`src/rtl/enemy_grid_sequencer_pkg.sv`:
```
// Shared constants for the enemy grid sequencer: screen widths, sprite size,
// default grid geometry and FSM state encoding.
package enemy_grid_sequencer_pkg;

  localparam int X_W = 9;
  localparam int Y_W = 8;

  localparam int SPRITE_W      = 28;
  localparam int SPRITE_H      = 20;
  localparam int SPRITE_PIXELS = SPRITE_W * SPRITE_H;

  localparam int DEF_ROWS    = 5;
  localparam int DEF_COLS    = 11;
  localparam int DEF_X_PITCH = 32;
  localparam int DEF_Y_PITCH = 24;

  typedef logic [X_W-1:0] x_pos_t;
  typedef logic [Y_W-1:0] y_pos_t;

  localparam int ST_W = 3;
  localparam logic [ST_W-1:0] S_IDLE      = 3'd0;
  localparam logic [ST_W-1:0] S_ISSUE     = 3'd1;
  localparam logic [ST_W-1:0] S_WAIT_DONE = 3'd2;
  localparam logic [ST_W-1:0] S_NEXT      = 3'd3;
  localparam logic [ST_W-1:0] S_FINISH    = 3'd4;

  // Index width that stays legal (>= 1 bit) for degenerate 1-entry ranges.
  function automatic int idx_w(input int n);
    return (n > 1) ? $clog2(n) : 1;
  endfunction

endpackage

```
`src/rtl/enemy_grid_sequencer_if.sv`:
```
// Bundle between the game-tick side, the sequencer and the enemy sprite drawer.
// master = sequencer (drawer initiator), slave = surrounding environment.
interface enemy_grid_sequencer_if
  import enemy_grid_sequencer_pkg::*;
#(
  parameter int ROWS = DEF_ROWS,
  parameter int COLS = DEF_COLS
);

  logic                 start;
  x_pos_t               grid_x_origin;
  y_pos_t               grid_y_origin;
  logic [ROWS*COLS-1:0] alive_mask;
  logic                 draw_done;
  logic                 draw_enable;
  x_pos_t               x_pos_init;
  y_pos_t               y_pos_init;
  logic                 busy;
  logic                 frame_done;

  modport master (
    input  start, grid_x_origin, grid_y_origin, alive_mask, draw_done,
    output draw_enable, x_pos_init, y_pos_init, busy, frame_done
  );

  modport slave (
    output start, grid_x_origin, grid_y_origin, alive_mask, draw_done,
    input  draw_enable, x_pos_init, y_pos_init, busy, frame_done
  );

endinterface

```
`src/rtl/enemy_grid_sequencer_grid_position_counter.sv`:
```
// Row/column walker with incremental slot-origin arithmetic (no multiplier).
// ENEMY_SKIP_DEAD_EN adds a linear slot index used for alive-mask lookup.
module grid_position_counter
  import enemy_grid_sequencer_pkg::*;
#(
  parameter int ROWS    = DEF_ROWS,
  parameter int COLS    = DEF_COLS,
  parameter int X_PITCH = DEF_X_PITCH,
  parameter int Y_PITCH = DEF_Y_PITCH
) (
  input  logic                         clk,
  input  logic                         resetn,
  input  logic                         load,
  input  logic                         advance,
  input  x_pos_t                       x_origin,
  input  y_pos_t                       y_origin,
  output x_pos_t                       x_pos,
  output y_pos_t                       y_pos,
`ifdef ENEMY_SKIP_DEAD_EN
  output logic [idx_w(ROWS*COLS)-1:0]  slot_idx,
`endif
  output logic                         last_slot
);

  localparam int ROW_W = idx_w(ROWS);
  localparam int COL_W = idx_w(COLS);
  localparam logic [ROW_W-1:0] ROW_LAST = ROW_W'(ROWS - 1);
  localparam logic [COL_W-1:0] COL_LAST = COL_W'(COLS - 1);
  localparam x_pos_t X_STEP = X_W'(X_PITCH);
  localparam y_pos_t Y_STEP = Y_W'(Y_PITCH);

  logic [ROW_W-1:0] row_q, row_d;
  logic [COL_W-1:0] col_q, col_d;
  x_pos_t           x_q, x_d, x_org_q, x_org_d;
  y_pos_t           y_q, y_d;

`ifdef ENEMY_SKIP_DEAD_EN
  localparam int SLOT_W = idx_w(ROWS * COLS);
  logic [SLOT_W-1:0] slot_q, slot_d;

  // Linear slot index tracks row*COLS+col by counting advances.
  always_comb begin
    slot_d = slot_q;
    if (load) begin
      slot_d = '0;
    end else if (advance) begin
      slot_d = slot_q + SLOT_W'(1);
    end else begin
      slot_d = slot_q;
    end
  end

  // Slot index register.
  always_ff @(posedge clk or negedge resetn) begin
    if (!resetn) begin
      slot_q <= '0;
    end else begin
      slot_q <= slot_d;
    end
  end

  assign slot_idx = slot_q;
`endif

  // Column advance adds the pitch; a row wrap reloads x from the latched origin.
  always_comb begin
    row_d   = row_q;
    col_d   = col_q;
    x_d     = x_q;
    y_d     = y_q;
    x_org_d = x_org_q;
    if (load) begin
      row_d   = '0;
      col_d   = '0;
      x_d     = x_origin;
      y_d     = y_origin;
      x_org_d = x_origin;
    end else if (advance) begin
      if (col_q == COL_LAST) begin
        col_d = '0;
        row_d = row_q + ROW_W'(1);
        x_d   = x_org_q;
        y_d   = y_q + Y_STEP;
      end else begin
        col_d = col_q + COL_W'(1);
        x_d   = x_q + X_STEP;
      end
    end else begin
      row_d = row_q;
      col_d = col_q;
    end
  end

  // Position and grid-coordinate registers.
  always_ff @(posedge clk or negedge resetn) begin
    if (!resetn) begin
      row_q   <= '0;
      col_q   <= '0;
      x_q     <= '0;
      y_q     <= '0;
      x_org_q <= '0;
    end else begin
      row_q   <= row_d;
      col_q   <= col_d;
      x_q     <= x_d;
      y_q     <= y_d;
      x_org_q <= x_org_d;
    end
  end

  assign x_pos     = x_q;
  assign y_pos     = y_q;
  assign last_slot = (row_q == ROW_LAST) && (col_q == COL_LAST);

endmodule

```
`src/rtl/enemy_grid_sequencer.sv`:
```
// Walks the enemy grid once per start, handshaking each slot with the sprite
// drawer. Optional macro ENEMY_SKIP_DEAD_EN skips slots whose alive bit is 0.
module enemy_grid_sequencer
  import enemy_grid_sequencer_pkg::*;
#(
  parameter int ROWS    = DEF_ROWS,
  parameter int COLS    = DEF_COLS,
  parameter int X_PITCH = DEF_X_PITCH,
  parameter int Y_PITCH = DEF_Y_PITCH
) (
  input  logic                   clk,
  input  logic                   resetn,
  enemy_grid_sequencer_if.master bus
);

  logic [ST_W-1:0] state_q, state_d;
  logic            draw_enable_q, draw_enable_d;
  logic            busy_q, busy_d;
  logic            frame_done_q, frame_done_d;
  logic            load_s, advance_s, last_slot_s;
  x_pos_t          x_pos_s;
  y_pos_t          y_pos_s;

`ifdef ENEMY_SKIP_DEAD_EN
  localparam int SLOTS  = ROWS * COLS;
  localparam int SLOT_W = idx_w(SLOTS);

  logic [SLOTS-1:0]  mask_q, mask_d, mask_shift_s;
  logic [SLOT_W-1:0] slot_idx_s;
  logic              next_alive_s;

  // Alive bit of the slot that an advance would move to.
  always_comb begin
    mask_d       = load_s ? bus.alive_mask : mask_q;
    mask_shift_s = mask_q >> (slot_idx_s + SLOT_W'(1));
    next_alive_s = mask_shift_s[0];
  end

  // Alive mask latched on accepted start.
  always_ff @(posedge clk or negedge resetn) begin
    if (!resetn) begin
      mask_q <= '0;
    end else begin
      mask_q <= mask_d;
    end
  end
`endif

  grid_position_counter #(
    .ROWS    (ROWS),
    .COLS    (COLS),
    .X_PITCH (X_PITCH),
    .Y_PITCH (Y_PITCH)
  ) u_pos (
    .clk       (clk),
    .resetn    (resetn),
    .load      (load_s),
    .advance   (advance_s),
    .x_origin  (bus.grid_x_origin),
    .y_origin  (bus.grid_y_origin),
    .x_pos     (x_pos_s),
    .y_pos     (y_pos_s),
`ifdef ENEMY_SKIP_DEAD_EN
    .slot_idx  (slot_idx_s),
`endif
    .last_slot (last_slot_s)
  );

  // Next-state logic; S_NEXT always leaves one idle cycle before the next enable.
  always_comb begin
    state_d   = state_q;
    load_s    = 1'b0;
    advance_s = 1'b0;
    case (state_q)
      S_IDLE: begin
        if (bus.start) begin
          load_s = 1'b1;
`ifdef ENEMY_SKIP_DEAD_EN
          state_d = bus.alive_mask[0] ? S_ISSUE : S_NEXT;
`else
          state_d = S_ISSUE;
`endif
        end else begin
          state_d = S_IDLE;
        end
      end
      S_ISSUE: begin
        state_d = S_WAIT_DONE;
      end
      S_WAIT_DONE: begin
        if (bus.draw_done) begin
          state_d = S_NEXT;
        end else begin
          state_d = S_WAIT_DONE;
        end
      end
      S_NEXT: begin
        if (last_slot_s) begin
          state_d = S_FINISH;
        end else begin
          advance_s = 1'b1;
`ifdef ENEMY_SKIP_DEAD_EN
          state_d = next_alive_s ? S_ISSUE : S_NEXT;
`else
          state_d = S_ISSUE;
`endif
        end
      end
      S_FINISH: begin
        state_d = S_IDLE;
      end
      default: begin
        state_d = S_IDLE;
      end
    endcase
  end

  // Moore outputs decoded from the next state so they register alongside it.
  always_comb begin
    draw_enable_d = (state_d == S_ISSUE);
    frame_done_d  = (state_d == S_FINISH);
    case (state_d)
      S_ISSUE, S_WAIT_DONE, S_NEXT: busy_d = 1'b1;
      default:                      busy_d = 1'b0;
    endcase
  end

  // State and output registers.
  always_ff @(posedge clk or negedge resetn) begin
    if (!resetn) begin
      state_q       <= S_IDLE;
      draw_enable_q <= 1'b0;
      busy_q        <= 1'b0;
      frame_done_q  <= 1'b0;
    end else begin
      state_q       <= state_d;
      draw_enable_q <= draw_enable_d;
      busy_q        <= busy_d;
      frame_done_q  <= frame_done_d;
    end
  end

  assign bus.draw_enable = draw_enable_q;
  assign bus.busy        = busy_q;
  assign bus.frame_done  = frame_done_q;
  assign bus.x_pos_init  = x_pos_s;
  assign bus.y_pos_init  = y_pos_s;

endmodule

```
`src/flat_wrapper.sv`:
```
// flat-port wrapper written by rule: the top's interface ports become plain ports
module enemy_grid_sequencer_flat import enemy_grid_sequencer_pkg::*;
#(
  parameter int ROWS    = DEF_ROWS,
  parameter int COLS    = DEF_COLS,
  parameter int X_PITCH = DEF_X_PITCH,
  parameter int Y_PITCH = DEF_Y_PITCH
)
  (clk, resetn, bus_start, bus_grid_x_origin, bus_grid_y_origin, bus_alive_mask, bus_draw_done, bus_draw_enable, bus_x_pos_init, bus_y_pos_init, bus_busy, bus_frame_done);
  enemy_grid_sequencer_if #(.ROWS(ROWS), .COLS(COLS)) bus_i ();
  input  logic clk;
  input  logic resetn;
  input wire logic [$bits(bus_i.start)-1:0] bus_start;
  input wire logic [$bits(bus_i.grid_x_origin)-1:0] bus_grid_x_origin;
  input wire logic [$bits(bus_i.grid_y_origin)-1:0] bus_grid_y_origin;
  input wire logic [$bits(bus_i.alive_mask)-1:0] bus_alive_mask;
  input wire logic [$bits(bus_i.draw_done)-1:0] bus_draw_done;
  output wire logic [$bits(bus_i.draw_enable)-1:0] bus_draw_enable;
  output wire logic [$bits(bus_i.x_pos_init)-1:0] bus_x_pos_init;
  output wire logic [$bits(bus_i.y_pos_init)-1:0] bus_y_pos_init;
  output wire logic [$bits(bus_i.busy)-1:0] bus_busy;
  output wire logic [$bits(bus_i.frame_done)-1:0] bus_frame_done;
  assign bus_i.start = bus_start;
  assign bus_i.grid_x_origin = bus_grid_x_origin;
  assign bus_i.grid_y_origin = bus_grid_y_origin;
  assign bus_i.alive_mask = bus_alive_mask;
  assign bus_i.draw_done = bus_draw_done;
  assign bus_draw_enable = bus_i.draw_enable;
  assign bus_x_pos_init = bus_i.x_pos_init;
  assign bus_y_pos_init = bus_i.y_pos_init;
  assign bus_busy = bus_i.busy;
  assign bus_frame_done = bus_i.frame_done;
  enemy_grid_sequencer #(.ROWS(ROWS), .COLS(COLS), .X_PITCH(X_PITCH), .Y_PITCH(Y_PITCH)) u_core (.clk(clk), .resetn(resetn), .bus(bus_i));
endmodule
```
`config.mk`:
```
export PLATFORM = sky130hd
export DESIGN_NAME = enemy_grid_sequencer_flat
export DESIGN_NICKNAME = d
export VERILOG_FILES = /design/src/rtl/enemy_grid_sequencer_pkg.sv /design/src/rtl/enemy_grid_sequencer_if.sv /design/src/rtl/enemy_grid_sequencer_grid_position_counter.sv /design/src/rtl/enemy_grid_sequencer.sv /design/src/flat_wrapper.sv
export SDC_FILE = /design/constraint.sdc
export NUM_CORES = 1
export LEC_CHECK = 0
export CAP_MARGIN = 30
export CORE_AREA = 4 4 74 76
export CTS_CLUSTER_DIAMETER = 50
export DETAILED_ROUTE_END_ITERATION = 6
export DIE_AREA = 0 0 78 80
export PLACE_DENSITY = 0.91
export SLEW_MARGIN = 20
export SYNTH_ARGS = -nofsm -noshare
export SYNTH_HDL_FRONTEND = slang
export SYNTH_SLANG_ARGS = --single-unit
```
`constraint.sdc`:
```
create_clock -name clk -period 1.9 [get_ports clk]
set_input_delay 0.285 -clock clk [delete_from_list [all_inputs] [get_ports clk]]
set_output_delay 0.285 -clock clk [all_outputs]
set_load 0.01 [all_outputs]
```
; ---- Word level (Yosys, flattened, before mapping)
; Cells that the tools add are included.
[word_totals]
latch_bits = 0
out_inout_bits = 20
mem_count = 0
word_cells = 49
mem_bits_ro = 0
ramBits = 0
register_bits = 39
inputBits = 76
[op_classes]
mul = 0
shifts = 0
n_mux = 21
bitwise = 0
magnitude_cmp = 0
eq_ne = 9
n_addsub = 4
reduce_logical = 6
div = 0
[ops]
columns = operator, n
row1 = 9-bit two-way mux, 3
row2 = 8-bit two-way mux, 3
row3 = 3-bit by 2-bit equality test with 1-bit output (second input constant), 4
row4 = 3-bit two-way mux, 4
row5 = 4-bit two-way mux, 3
row6 = 3-bit case mux with 4 select lines, 1
row7 = 9-bit by 6-bit adder with 9-bit output (second input constant), 1
row8 = 8-bit by 5-bit adder with 8-bit output (second input constant), 1
row9 = 1-bit two-way mux, 7
row10 = 3-bit by 1-bit equality test with 1-bit output (second input constant), 2
row11 = 3-bit equality test (second input constant), 2
row12 = 4-bit by 1-bit adder with 4-bit output (second input constant), 1
row13 = 4-bit equality test (second input constant), 1
row14 = 2-bit nonzero test, 2
row15 = 3-bit by 1-bit adder with 3-bit output (second input constant), 1
row16 = 3-bit logical NOT, 1
row17 = 3-bit OR reduction, 1
row18 = 2-bit AND reduction, 1
row19 = 1-bit logical AND, 1

; ---- Depth between registers and ports, before layout
[depth]
depth_word = 7
mapped_depth = 7
depth_no_buf = 6

; ---- Modules after synthesis
; A second synthesis with hierarchy kept.
[hier_totals]
cells_unflattened = 178
area_unflattened_um2 = 1889.3
[modules_own_cells]
columns = module, cells_per_inst, seq_area_each_um2, area_per_inst_um2, instances
row1 = grid_position_counter, 156, 825.8, 1620.3, 1
row2 = enemy_grid_sequencer, 22, 150.1, 269.0, 1

; ---- Worst setup path before layout
; No wires, ideal clock.
[synth_path]
kind = flip-flop to flip-flop
from = register u_core.u_pos.row_q[0]
to = register u_core.u_pos.x_q[8] (netlist: u_core.u_pos.x_pos[8])
arrival_time_ns = 1.496
setup_slack_ns = 0.278
path_stages_with_launch = 8
synth_period_minus_slack_ns = 1.622
path_buffers = 1
required_time_ns = 1.774
setup_time_ns = 0.126
cell_sequence = dfrtp_1 inv_1 ha_1 and2_1 buf_2 a21oi_1 nor2_1 a221o_1
[synth_via]
elab_chain_cells = 5
[synth_lines]
columns = element, line
row1 = start: declaration, enemy_grid_sequencer_grid_position_counter.sv:32  ; logic [ROW_W-1:0] row_q, row_d;
row2 = start signal: assignment, enemy_grid_sequencer_grid_position_counter.sv:103  ; row_q <= row_d;
row3 = 3-bit equality test, enemy_grid_sequencer_grid_position_counter.sv:113  ; assign last_slot = (row_q == ROW_LAST) && (col_q == COL_LAST);
row4 = 1-bit logical AND, enemy_grid_sequencer_grid_position_counter.sv:113
row5 = 1-bit two-way mux, enemy_grid_sequencer.sv:98  ; if (last_slot_s) begin
row6 = 1-bit two-way mux, enemy_grid_sequencer.sv:74  ; case (state_q)
row7 = 2-bit nonzero test (no source line), -
row8 = end signal: assignment, enemy_grid_sequencer_grid_position_counter.sv:99  ; x_q <= '0;
row9 = end signal: assignment, enemy_grid_sequencer_grid_position_counter.sv:105  ; x_q <= x_d;
row10 = end: declaration, enemy_grid_sequencer_grid_position_counter.sv:34  ; x_pos_t x_q, x_d, x_org_q, x_org_d;
; Every way passes these cells.
; A chain may end at the register's enable or synchronous reset.

; ---- Worst setup path in the final report
[layout_path]
from = register u_core.u_pos.col_q[0]
to = register u_core.u_pos.x_q[8] (netlist: u_core.u_pos.x_pos[8])
[layout_via]
elab_chain_cells = 5
elab_cells_between_ends = 8
cone_classes = 1 x eq/ne / 5 x mux / 2 x reduce/logical
[layout_lines]
columns = element, line
row1 = start: declaration, enemy_grid_sequencer_grid_position_counter.sv:33  ; logic [COL_W-1:0] col_q, col_d;
row2 = start signal: assignment, enemy_grid_sequencer_grid_position_counter.sv:104  ; col_q <= col_d;
row3 = 4-bit equality test *, "enemy_grid_sequencer_grid_position_counter.sv:79, enemy_grid_sequencer_grid_position_counter.sv:113"
row4 = 1-bit logical AND, enemy_grid_sequencer_grid_position_counter.sv:113
row5 = 1-bit two-way mux, enemy_grid_sequencer.sv:98
row6 = 1-bit two-way mux, enemy_grid_sequencer.sv:74
row7 = 2-bit nonzero test (no source line), -
; Mark *: on every way between the ends. The rest lies on a longest branch, timed or not. The select of a mux whose other input is x is not followed.

==> impl_results.md <==
* Status: completed
* Simple-gate share of the synthesized area at 0.2800
* Fin. max-slew vios at 0
* Final Cycle Share at 0.9366
* Remaining antenna violation count after routing at 0
* Antenna Cells at 0
* HP Class: input port to async pin
* Setup violations, final at 0
* R2R depth at 6
* Worst Path Max Fanout at 7
* CP Capture Type: flip-flop
* Crit path largest cell delay at 0.41 ns
* Post-CTS Repair Setup Buffers at 0
* Worst Setup Start Kind: flip-flop
* Synth Area in Compound Gates at 0.09289
* Worst EP required at 2.07 ns
* Syn_nets at 277
* Data arrival, critical path at 1.95 ns
* Fillers at 424
* I/O pin cnt at 96
* Vias per cell at 5.118
* Dpl hpwl at 3116 um
* Final wirelength at 4362 um
* Total CTS buffers at 5
* DR iter-0 viols at 110
* GRT Residual Overflow at 0
* Pwr Density at 1422 mW/mm^2
* Max Cap Viol at 0
* RSZ-0062 raised after global routing: false
* Final worst slack at 0.1205 ns
* Actual slew at the worst max-slew pin at 0.5002 ns
* Vias in the first global route at 1642
* Die width at 78 um
* Via count at 1566
* Cts repair resizes at 0
* Die area at 0.006240 sq mm
* TNS Setup at 0 ns
* Max H-tree Level at 2
* Routed len/inst at 14.25 um
* Final hold vios at 0
* Max frequency at 0.5620 GHz
* Critical path class: flip-flop to flip-flop
* Largest net degree at the start of global routing at 40
* Reg clk slew, reported paths at 0.07 ns
* Setup WS pre-CTS at 0.05113 ns
* IO buf count at 40
* Yosys cell types at 33
* Storage cell area at 975.9 sq um
* Synthesized instance count at 195
* Area of the multi-input gates at 857.1 sq um
* EDFF count, synth at 0
* Peak supply drop at 0.5089 mV
* Period minus WS final at 1.779 ns
* First-pass GRT wire length at 7472 um
* Headroom to the max-slew limit at 0.6651
* Clock latency at the later pin of the worst-skew pair at 0.28 ns
* Syn Std Cell Area at 0.001899 sq mm
* Ys async rst share at 1.000
* Sink Count at 39
* Pre-Repair DR Iteration Count at 4
* Post-Synth XOR/XNOR Area at 0.02767
* Initial antenna violation count at 0
* Starting Density at 0.4021
* CTS Hold Bufs at 0
* Leak pwr at 1.126 nW
* Die span in y at 80 um
* Post-Synth Adder-Cell Area at 0.03953
* GRT Total Usage at 0.1477
* Nets at 322
* Seq/Total Area, Yosys at 0.5138
* Largest family of logic cells by synthesized area: simple AND/OR/NAND/NOR gates
* CTS tree: built
* Main synth FF type: dfrtp_1
* Layout cell share with drive strength beyond 1 at 0.1004
* Worst-case clock buffer depth at 2
* Yosys Warn Count at 0
* Drt drc at 0
* Clk_skew at 0.004548 ns
* Core Rows at 25
* CP max stage cell: dfrtp_1
* Multiplexer share of the synthesized area at 0.01054
* Placer Congestion at 0.8287
* Root Buffer: clkbuf_8
* Worst-path cell chain: inv_1 > ha_1 > and3b_1 > a21oi_1 > nor2_1 > a221o_1
* FF+latch count, synth at 39
* Syn Area/Cell at 9.740 sq um
* Core Area at 0.004723 sq mm
* Hold WS at 0.05331 ns
* Area Growth Syn to Fin at 29.51%
-- synthesized netlist by cell type (2+ instances only) --
cell      count  share of area
o21ai_0       8          0.021
nand3b_4      2          0.021
buf_2         9          0.024
o21ai_1       5          0.013
nand3b_1      2         0.0079
xnor2_1       5          0.023
ha_1          6          0.040
nor2_1       12          0.024
mux2i_1       2          0.011
nor4_2        2          0.013
inv_1         6          0.012
nor3_1        3         0.0079
a21oi_1       5          0.013
dfrtp_1      39           0.51
nand3_1      22          0.058
nand2_1      48          0.095
and3b_1       2         0.0092
o211ai_1      2         0.0079
-- state kept, by name (all words and copies together) (netlist names) --
register,count
u_core.bus.draw_enable,1
u_core.u_pos.y_pos,8
u_core.u_pos.col_q,4
u_core.u_pos.x_pos,9
u_core.bus.frame_done,1
u_core.state_q,3
u_core.u_pos.row_q,3
u_core.u_pos.x_org_q,9
u_core.bus.busy,1
-- placed cells by master (no fill, tap or decap), types with 2 or more instances in the layout --
| cell | n |
|---|---|
| nand3b_4 | 2 |
| nand3b_1 | 2 |
| nor4_2 | 2 |
| ha_1 | 6 |
| a21oi_1 | 5 |
| nand3_1 | 22 |
| nor3_1 | 3 |
| clkbuf_8 | 5 |
| mux2i_1 | 2 |
| buf_4 | 7 |
| nand2_1 | 48 |
| o21ai_0 | 8 |
| dfrtp_1 | 39 |
| xnor2_1 | 5 |
| nor2_1 | 12 |
| o211ai_1 | 2 |
| o21ai_1 | 5 |
| clkdlybuf4s50_1 | 39 |
| inv_1 | 6 |
| and3b_1 | 2 |
-- final cells by class --
| type | count | share of cell area |
|---|---|---|
| multi-input cells | 141 | 0.3484 |
| inverters | 6 | 0.009156 |
| well taps | 67 | 0.03408 |
| flip-flops and latches | 39 | 0.3967 |
| repair buffers | 47 | 0.1821 |
| clock buffers | 6 | 0.02950 |
-- worst max-delay path: cells and delay by family, from the launching register on --
| kind | cells | cell delay, ns |
|---|---|---|
| fa+ha+maj | 1 | 0.24 |
| flops | 1 | 0.41 |
| buf+inv | 1 | 0.07 |
| compound gates | 2 | 0.58 |
| simple gates | 2 | 0.38 |
-- where the power goes --
group          total [mW]  switching, mW  internal [mW]
registers            1.47          0.297           1.17
clock network       0.508          0.263          0.245
logic                1.52          0.739          0.778
total                3.50           1.30           2.20
-- cell families after synthesis --
group	Yosys count
multiplexers	2
XOR/XNOR	6
AND/OR/NAND/NOR	99
AO/OA/AOI/OAI	28
flip-flops	39
adder cells (fa/ha/maj)	6
buffers and inverters	15
-- per-layer routing --
metal | routed length [um] | vias to the layer above | GRT usage
met5 | 0 | - | 0
met4 | 42 | 0 | 0.04720
met3 | 212 | 6 | 0.03837
met2 | 2192 | 44 | 0.2586
met1 | 1914 | 765 | 0.1771
li1 | - | 751 | -
-- path summary, 6_finish.rpt --
path	start	slack [ns]	endpoint
setup / recovery	u_core.u_pos.col_q[0]	0.12	u_core.u_pos.x_pos[8]
setup reg to reg	u_core.u_pos.col_q[0]	0.12	u_core.u_pos.x_pos[8]
max in group asynchronous	resetn	1.50	u_core.u_pos.row_q[1]
hold / removal	resetn	0.05	u_core.bus.busy
hold reg to reg	u_core.u_pos.y_pos[1]	0.48	u_core.u_pos.y_pos[1]
min in group clk	u_core.u_pos.y_pos[1]	0.48	u_core.u_pos.y_pos[1]
-- stage by stage --
| step | instance area, sq um | total power, mW | utilization | instances |
|---|---|---|---|---|
| after global placement | 2386 | 2.923 | 0.5052 | 300 |
| after CTS | 2459 | 3.534 | 0.5205 | 306 |
| final | 2460 | 3.497 | 0.5208 | 306 |
| after detailed placement | 2386 | 3.008 | 0.5052 | 300 |
| after floorplan | 1899 | 2.298 | - | 195 |
| after global routing | 2460 | 3.752 | 0.5208 | 306 |
Power figures use the tool's default switching activity.
